File: src/rtl/prewish_debounce_ctrl.sv
// Shared-prescaler, round-robin debouncer for 8 buttons with STB/DAT readback.
// Optional sticky press reporting: define PREWISH_DB_PRESS_LATCH_EN.
module prewish_debounce_ctrl #(
  parameter int TICK_PERIOD  = 12000,
  parameter int TICK_BITS    = 14,
  parameter int STABLE_TICKS = 8,
  parameter int CNT_BITS     = 4
) (
  input  logic       CLK_I,
  input  logic       RST_I,
  input  logic [7:0] i_buttons,
  input  logic       STB_I,
  input  logic [7:0] DAT_I,
  output logic       STB_O,
  output logic [7:0] DAT_O,
  output logic       o_changed,
  output logic       o_alive
);

  typedef enum logic [1:0] {S_IDLE, S_SCAN, S_DONE} scan_t;
  typedef enum logic [1:0] {R_IDLE, R_WAIT, R_ACK} req_t;

  logic [7:0]          r_meta;
  logic [7:0]          r_sync;
  logic [TICK_BITS-1:0] r_pre;
  scan_t               r_scan;
  scan_t               w_scan_nx;
  req_t                r_req;
  req_t                w_req_nx;
  logic [2:0]          r_idx;
  logic                r_any_flip;
  logic                r_any_rise;
  logic [7:0]          r_state;
  logic [CNT_BITS-1:0] r_cnt [8];
  logic                r_changed;
  logic                r_alive;
  logic                r_stb;
  logic [7:0]          r_dat;

  logic                w_tick;
  logic                w_cur;
  logic                w_st;
  logic [CNT_BITS-1:0] w_inc;
  logic                w_hit;
  logic                w_rise;
  logic                w_latch;

  assign w_tick  = (r_pre == '0);
  assign w_cur   = r_sync[r_idx];
  assign w_st    = r_state[r_idx];
  assign w_inc   = r_cnt[r_idx] + CNT_BITS'(1);
  assign w_hit   = (w_inc == CNT_BITS'(STABLE_TICKS));
  assign w_rise  = (r_scan == S_SCAN) && (w_cur != w_st) && w_hit && w_cur;
  assign w_latch = (r_req == R_IDLE) && STB_I;

  always_ff @(posedge CLK_I or posedge RST_I) begin
    if (RST_I) begin
      r_meta <= '0;
      r_sync <= '0;
      r_pre  <= '0;
    end else begin
      r_meta <= i_buttons;
      r_sync <= r_meta;
      r_pre  <= w_tick ? TICK_BITS'(TICK_PERIOD - 1) : r_pre - TICK_BITS'(1);
    end
  end

  always_comb begin
    w_scan_nx = r_scan;
    unique case (r_scan)
      S_IDLE:  if (w_tick) w_scan_nx = S_SCAN;
      S_SCAN:  if (r_idx == 3'd7) w_scan_nx = S_DONE;
      S_DONE:  w_scan_nx = S_IDLE;
      default: w_scan_nx = S_IDLE;
    endcase
  end

  always_ff @(posedge CLK_I or posedge RST_I) begin
    if (RST_I) begin
      r_scan     <= S_IDLE;
      r_idx      <= '0;
      r_any_flip <= 1'b0;
      r_any_rise <= 1'b0;
      r_state    <= '0;
      r_changed  <= 1'b0;
      r_alive    <= 1'b0;
      for (int i = 0; i < 8; i++) r_cnt[i] <= '0;
    end else begin
      r_scan    <= w_scan_nx;
      r_changed <= 1'b0;
      unique case (r_scan)
        S_IDLE: begin
          if (w_tick) begin
            r_idx      <= '0;
            r_any_flip <= 1'b0;
            r_any_rise <= 1'b0;
          end
        end
        S_SCAN: begin
          if (w_cur == w_st) begin
            r_cnt[r_idx] <= '0;
          end else if (w_hit) begin
            r_state[r_idx] <= w_cur;
            r_cnt[r_idx]   <= '0;
            r_any_flip     <= 1'b1;
            if (w_cur) r_any_rise <= 1'b1;
          end else begin
            r_cnt[r_idx] <= w_inc;
          end
          r_idx <= r_idx + 3'd1;
        end
        S_DONE: begin
          r_changed <= r_any_flip;
          // One alive toggle per scan, however many channels rose in it
          r_alive   <= r_alive ^ r_any_rise;
        end
        default: ;
      endcase
    end
  end

  always_comb begin
    w_req_nx = r_req;
    unique case (r_req)
      R_IDLE:  if (STB_I) w_req_nx = R_WAIT;
      R_WAIT:  if (!STB_I) w_req_nx = R_ACK;
      R_ACK:   w_req_nx = R_IDLE;
      default: w_req_nx = R_IDLE;
    endcase
  end

  always_ff @(posedge CLK_I or posedge RST_I) begin
    if (RST_I) begin
      r_req <= R_IDLE;
      r_stb <= 1'b0;
    end else begin
      r_req <= w_req_nx;
      r_stb <= (r_req == R_WAIT) && !STB_I;
    end
  end

`ifdef PREWISH_DB_PRESS_LATCH_EN
  logic [7:0] r_press;
  logic [7:0] w_set;
  logic [7:0] w_clr;

  assign w_set = w_rise ? (8'd1 << r_idx) : 8'd0;
  assign w_clr = w_latch ? DAT_I : 8'd0;

  always_ff @(posedge CLK_I or posedge RST_I) begin
    if (RST_I) begin
      r_press <= '0;
      r_dat   <= '0;
    end else begin
      r_press <= (r_press & ~w_clr) | w_set;
      if (w_latch) r_dat <= r_press & DAT_I;
    end
  end
`else
  always_ff @(posedge CLK_I or posedge RST_I) begin
    if (RST_I) r_dat <= '0;
    else if (w_latch) r_dat <= r_state & DAT_I;
  end
`endif

  assign STB_O     = r_stb;
  assign DAT_O     = r_dat;
  assign o_changed = r_changed;
  assign o_alive   = ~r_alive;

endmodule

File: config.mk
export PLATFORM = sky130hd
export DESIGN_NAME = prewish_debounce_ctrl
export DESIGN_NICKNAME = d
export VERILOG_FILES = /design/src/rtl/prewish_debounce_ctrl.sv
export SDC_FILE = /design/constraint.sdc
export NUM_CORES = 1
export LEC_CHECK = 0
export CAP_MARGIN = 15
export CORE_ASPECT_RATIO = 0.9
export CORE_MARGIN = 4
export CORE_UTILIZATION = 52
export DETAILED_ROUTE_END_ITERATION = 6
export PLACE_DENSITY = 0.69
export SYNTH_ARGS = -nofsm -noshare
export SYNTH_HDL_FRONTEND = slang
export SYNTH_SLANG_ARGS = --single-unit
File: constraint.sdc
create_clock -name CLK_I -period 2.96 [get_ports CLK_I]
set_input_delay 0.296 -clock CLK_I [delete_from_list [all_inputs] [get_ports CLK_I]]
set_output_delay 0.296 -clock CLK_I [all_outputs]
set_load 0.02 [all_outputs]
; Word level (Yosys, flattened, before mapping)
; Index checks and enable logic that the tools add are counted.
[word_totals]
wordCells = 96
inputBits = 19
regBits = 90
[op_classes]
eq_ne = 13
bitwise = 7
order_cmp = 4
reduce_logical = 15
n_addsub = 3
muxes = 33
[ops]
columns = op, count
row1 = 32-bit 2-to-1 mux, 2
row2 = 32-bit AND, 1
row3 = 32-bit bitwise mux, 1
row4 = 32-bit inverter, 1
row5 = 14-bit zero test, 1
row6 = 14-bit 2-to-1 mux, 1
row7 = 14-bit by 1-bit subtractor with 14-bit output (second input constant), 1
row8 = 4-bit binary-select mux with 3-bit select, 1
row9 = 4-bit demux with 3-bit select, 1
row10 = 4-bit 2-to-1 mux, 3
row11 = 2-bit != test (second input constant), 6
row12 = 1-bit 2-to-1 mux, 10
row13 = 8-bit AND, 1
row14 = 8-bit bitwise mux, 1
row15 = 2-bit 2-to-1 mux, 4
row16 = 2-bit case mux with 2 select lines, 2
row17 = 1-bit binary-select mux with 3-bit select, 2
row18 = 3-bit case mux with 2 select lines, 1
row19 = 2-bit AND reduction, 3
row20 = 5-bit AND reduction, 1
row21 = 4-bit by 1-bit adder with 4-bit output (second input constant), 1
row22 = 2-bit by 1-bit == test with 1-bit output (second input constant), 2
row23 = 4-bit == test (second input constant), 1
row24 = 4-bit greater-or-equal comparator (second input constant), 1
row25 = other kinds (20), 26

; Longest topological paths before layout
[depth]
ltp_word = 9
depth_mapped = 10
depth_no_buf = 7

; Worst setup path after synthesis
; Ideal clock, no wire load.
[synth_path]
path_type = register to register
start = reg r_idx[0]
end = reg r_cnt[5] (netlist bit)
stages_incl_launch_ff = 10
n_path_buf = 2
required_ns = 2.875
synth_period_minus_slack_ns = 2.416
slack_ns = 0.544
arrival_ns = 2.331
path_cell_list = dfrtp_1 > buf_6 > mux4_2 > mux2_2 > ha_1 > inv_1 > or2_1 > buf_1 > o211ai_4 > o21ai_0
[synth_via]
elab_chain_cells = 9
word_cells_on_any_way = 21
cone_classes = add/sub: 1 / order compare: 2 / eq/ne: 2 / mux: 12 / bitwise: 3 / reduce/logical: 1
[synth_rtl]
columns = item, line
row1 = start: declaration, 30  ; logic [2:0] r_idx;
row2 = start signal: assignment, 110  ; r_idx <= r_idx + 3'd1;
row3 = "parallel branches: the longest is 8 deep, another holds 4-bit by 1-bit adder with 4-bit output", --
row4 = 32-bit 2-to-1 mux (*), 100  ; if (w_cur == w_st) begin
row5 = end signal: indexed assignment, 108  ; r_cnt[r_idx] <= w_inc;
row6 = end: declaration, 34  ; logic [CNT_BITS-1:0] r_cnt [8];
; Every way passes the cells marked *. The select of a mux whose other input is x is not followed.
; A chain may end at the register's enable or synchronous reset.

; Final worst setup path
[layout_path]
start = reg r_idx[0]
end = reg r_state[2]
[layout_via]
elab_chain_cells = 7
word_cells_on_any_way = 19
cone_classes = add/sub: 1 / order compare: 2 / eq/ne: 2 / mux: 10 / bitwise: 2 / reduce/logical: 2
[layout_rtl]
columns = item, line
row1 = 3-bit inverter with 4-bit output (not written as such), 51  ; assign w_inc = r_cnt[r_idx] + CNT_BITS'(1);
row2 = 4-bit binary-select mux with 3-bit select, 51
row3 = 4-bit 2-to-1 mux (not written as such) (2 in a row), 51
row4 = 4-bit by 1-bit adder with 4-bit output, 51
row5 = 4-bit == test, 52  ; assign w_hit = (w_inc == CNT_BITS'(STABLE_TICKS));
row6 = 3-bit AND reduction (no line), --
row7 = end signal: indexed assignment, 103  ; r_state[r_idx] <= w_cur;
row8 = end: declaration, 33  ; logic [7:0] r_state;
; Parallel ways exist; a longest one is shown, timed or not. The select of a mux whose other input is x is not followed.

==> results by group <==
Outcome
  – Status: finished, final reports clean

Logic synthesis
  – Post-synth cell types: 49
  – Syn Area/Cell: 11.5 µm²
  – Flop and latch count out of synthesis: 90
  – Cells after synthesis: 343
  – Ys async rst share: 100%
  – Area share of the largest cell type after synthesis: 57.3%
  – Syn nets: 367
  – Mapped cell area: 3930 µm²
  – Post-synth EDFFs: 0
  – Register area share after synthesis: 57.3%
  – Area leader, netlist: dfrtp_1
  – Largest cells by area after synthesis: dfrtp_1, nand2_1, o21ai_0, mux4_1, mux2_1
  – Ys Warns: 0
  – Dominant synthesized flop cell: dfrtp_1

Timing
  – Slew Viols, Final: 0
  – Tcrit/Tclk final: 88.8%
  – Peak Freq: 381 MHz
  – Fin Clk Skew: 11.6 ps
  – Slew headroom: 58.6%
  – Final hold slack: 343 ps
  – Setup tns final: 0 ps
  – Final setup violation count: 0
  – Fin. Hold Viols: 0
  – RSZ-0062 raised after global routing: false
  – Final min period: 2630 ps
  – Slew @ Worst Pin: 622 ps
  – Setup WS post-layout: 333 ps

Clock tree
  – Clock root buffer: clkbuf_8
  – Clk sinks: 90
  – Number of H-tree levels: 3
  – CTS Hold Bufs: 0
  – Post-CTS setup buffer count: 0
  – Max clock buf depth: 2
  – CTS tree: done
  – Clk slew on worst S/H paths: 90 ps
  – Post-CTS sizing: 0
  – Num CTS Buffers: 9
  – Worst skew pair latency: 360 ps

Cells and area
  – Ant diodes: 0
  – Share of layout cells above drive strength 1: 10.9%
  – Final Cell Area: 4590 µm²
  – Layout Nets: 403
  – Synth-to-Final Area Change: 16.8%
  – Fill count: 561

Detailed routing
  – Vias: 2639
  – DR WL/cell: 16.1 µm
  – Via/cell ratio: 5.53
  – Final wirelength: 7690 µm
  – Total iterations of the first detailed-routing run: 4
  – Antenna viol nets, final: 0
  – Initial DRC count: 150
  – Drc violations: 0

Die
  – Chip width: 99.7 µm
  – FP Rows: 29
  – Core Region: 7220 µm²
  – Initial Util: 54.5%
  – Die area: 9020 µm²
  – Die height: 90.5 µm
  – Ports: 30

Placed design
  – Routability cong.: 0.834
  – PortBufs: 29
  – Pre-CTS setup slack: 345 ps
  – Detailed Place HPWL: 5160 µm
  – Placed Area: 4340 µm²

Global routing
  – Total grt overflow: 0
  – Largest net degree at the start of global routing: 91
  – Initial antenna violation count: 0
  – Vias in the first global route: 2653
  – First-pass GRT wire length: 13100 µm
  – GRT Overall Usage: 18.4%

Power
  – Combinational share of power: 3.5%
  – Leak Pwr: 1.97 nW
  – Internal Power: 1.87 mW
  – Sw Share: 20.5%
  – Peak supply drop: 0.000350 V
  – Seq pwr share: 53.3%
  – Power Total: 2.35 mW
  – Clk network pwr share: 43.2%
  – Switching power: 0.484 mW
  – Pwr Density: 513 nW/µm²

Setup path
  – Crit start category: flop
  – Critical Path RT: 3230 ps
  – Crit path kind: flop to flop
  – Peak fanout along the critical path: 10
  – CP endpoint kind: flop
  – CP arrival: 2900 ps

Job
  – Max cap viols: 0

Worst hold path
  – Worst min-delay path class: flop to flop
==> path summary, 6_finish.rpt <==
kind / cells after the start / start / slack (ps) / end
min: 0 / r_meta[5] / 340 / r_sync[5]
min reg2reg: 0 / r_meta[5] / 340 / r_sync[5]
max reg2reg: 6 / r_idx[0] / 330 / r_state[2]
max in group asynchronous: 3 / RST_I / 2240 / r_state[3]
min in group asynchronous: 3 / RST_I / 360 / r_meta[3]
max: 6 / r_idx[0] / 330 / r_state[2]
==> power by group through the flow <==
stage | Combinational, mW | Sequential, mW | Clock [mW]
2_1_floorplan | 0.0412 | 1.28 | 0
3_3_place_gp | 0.0818 | 1.28 | 0
3_5_place_dp | 0.0840 | 1.28 | 0
4_1_cts | 0.0841 | 1.25 | 1.04
5_1_grt | 0.0922 | 1.26 | 1.10
6_report | 0.0816 | 1.25 | 1.02
==> area by class of cell <==
| type | instances | area, µm² | area share, % |
|---|---|---|---|
| Tap cell | 93 | 116 | 2.53 |
| Clock inverter | 6 | 113 | 2.45 |
| Inverter | 6 | 23.8 | 0.518 |
| Timing Repair Buffer | 40 | 385 | 8.39 |
| Clock buffer | 10 | 138 | 3.00 |
| Sequential cell | 90 | 2250 | 49.0 |
| Multi-Input combinational cell | 232 | 1570 | 34.1 |
==> metrics by stage <==
step	utilization, %	cells
final	63.6	477
after global placement	60.1	461
after detailed placement	60.1	461
after floorplan	-	343
after global routing	63.6	477
after CTS	63.6	477
==> layer usage <==
layer	vias to the layer above	track usage, %	part of all wire [%]	routed length (µm)
li1	1282	-	-	-
met1	1278	25.3	46	3560
met2	65	27.8	47	3610
met3	14	5.79	4.9	379
met4	0	6.03	1.7	133
met5	-	0	0	0
==> synth_stat cells (4+ instances only) <==
cell,count
nand3_1,6
nand2_1,62
inv_1,6
o21ai_1,14
xor2_1,6
nor2_1,11
o21ai_0,31
mux2_2,6
nand3b_1,4
dfrtp_1,90
nor2b_1,5
nor3_1,4
o41ai_1,9
mux2_1,7
ha_1,5
mux2i_1,6
clkbuf_1,5
nand2b_1,4
xnor2_1,9
==> flip-flops by register name, indices dropped and copies added (netlist names), 2 cells and up <==
name / flops
r_state: 8
r_meta: 8
r_sync: 8
r_req: 2
r_idx: 3
r_scan: 2
r_cnt: 32
r_pre: 14
DAT_O: 8
==> critical path: stages (launching register included) <==
cell	delay [ps]
dfrtp_1	610
mux4_1	620
mux2_2	310
nand2_1	110
xor2_1	100
or4_1	590
o21ai_1	200
==> cell families after synthesis <==
| group | Yosys count | synth area share, % |
|---|---|---|
| AOI/OAI and AO/OA | 74 | 12.3 |
| xor gates and xnor gates | 15 | 3.34 |
| adders and majority gates | 5 | 1.59 |
| buffers and inverters | 21 | 2.96 |
| DFF | 90 | 57.3 |
| muxes | 25 | 8.97 |
| and+or+nand+nor | 113 | 13.6 |
==> layout by cell type, fill, tap and decap left out, drive strengths merged, types with 9 or more instances in the layout <==
cell / n
nand2: 62
xnor2: 9
o41ai: 9
nor2: 11
dfrtp: 90
clkdlybuf4s50: 29
buf: 11
clkbuf: 10
o21ai: 46
mux2: 13
Note: power is estimated with default switching activity, not from simulation.
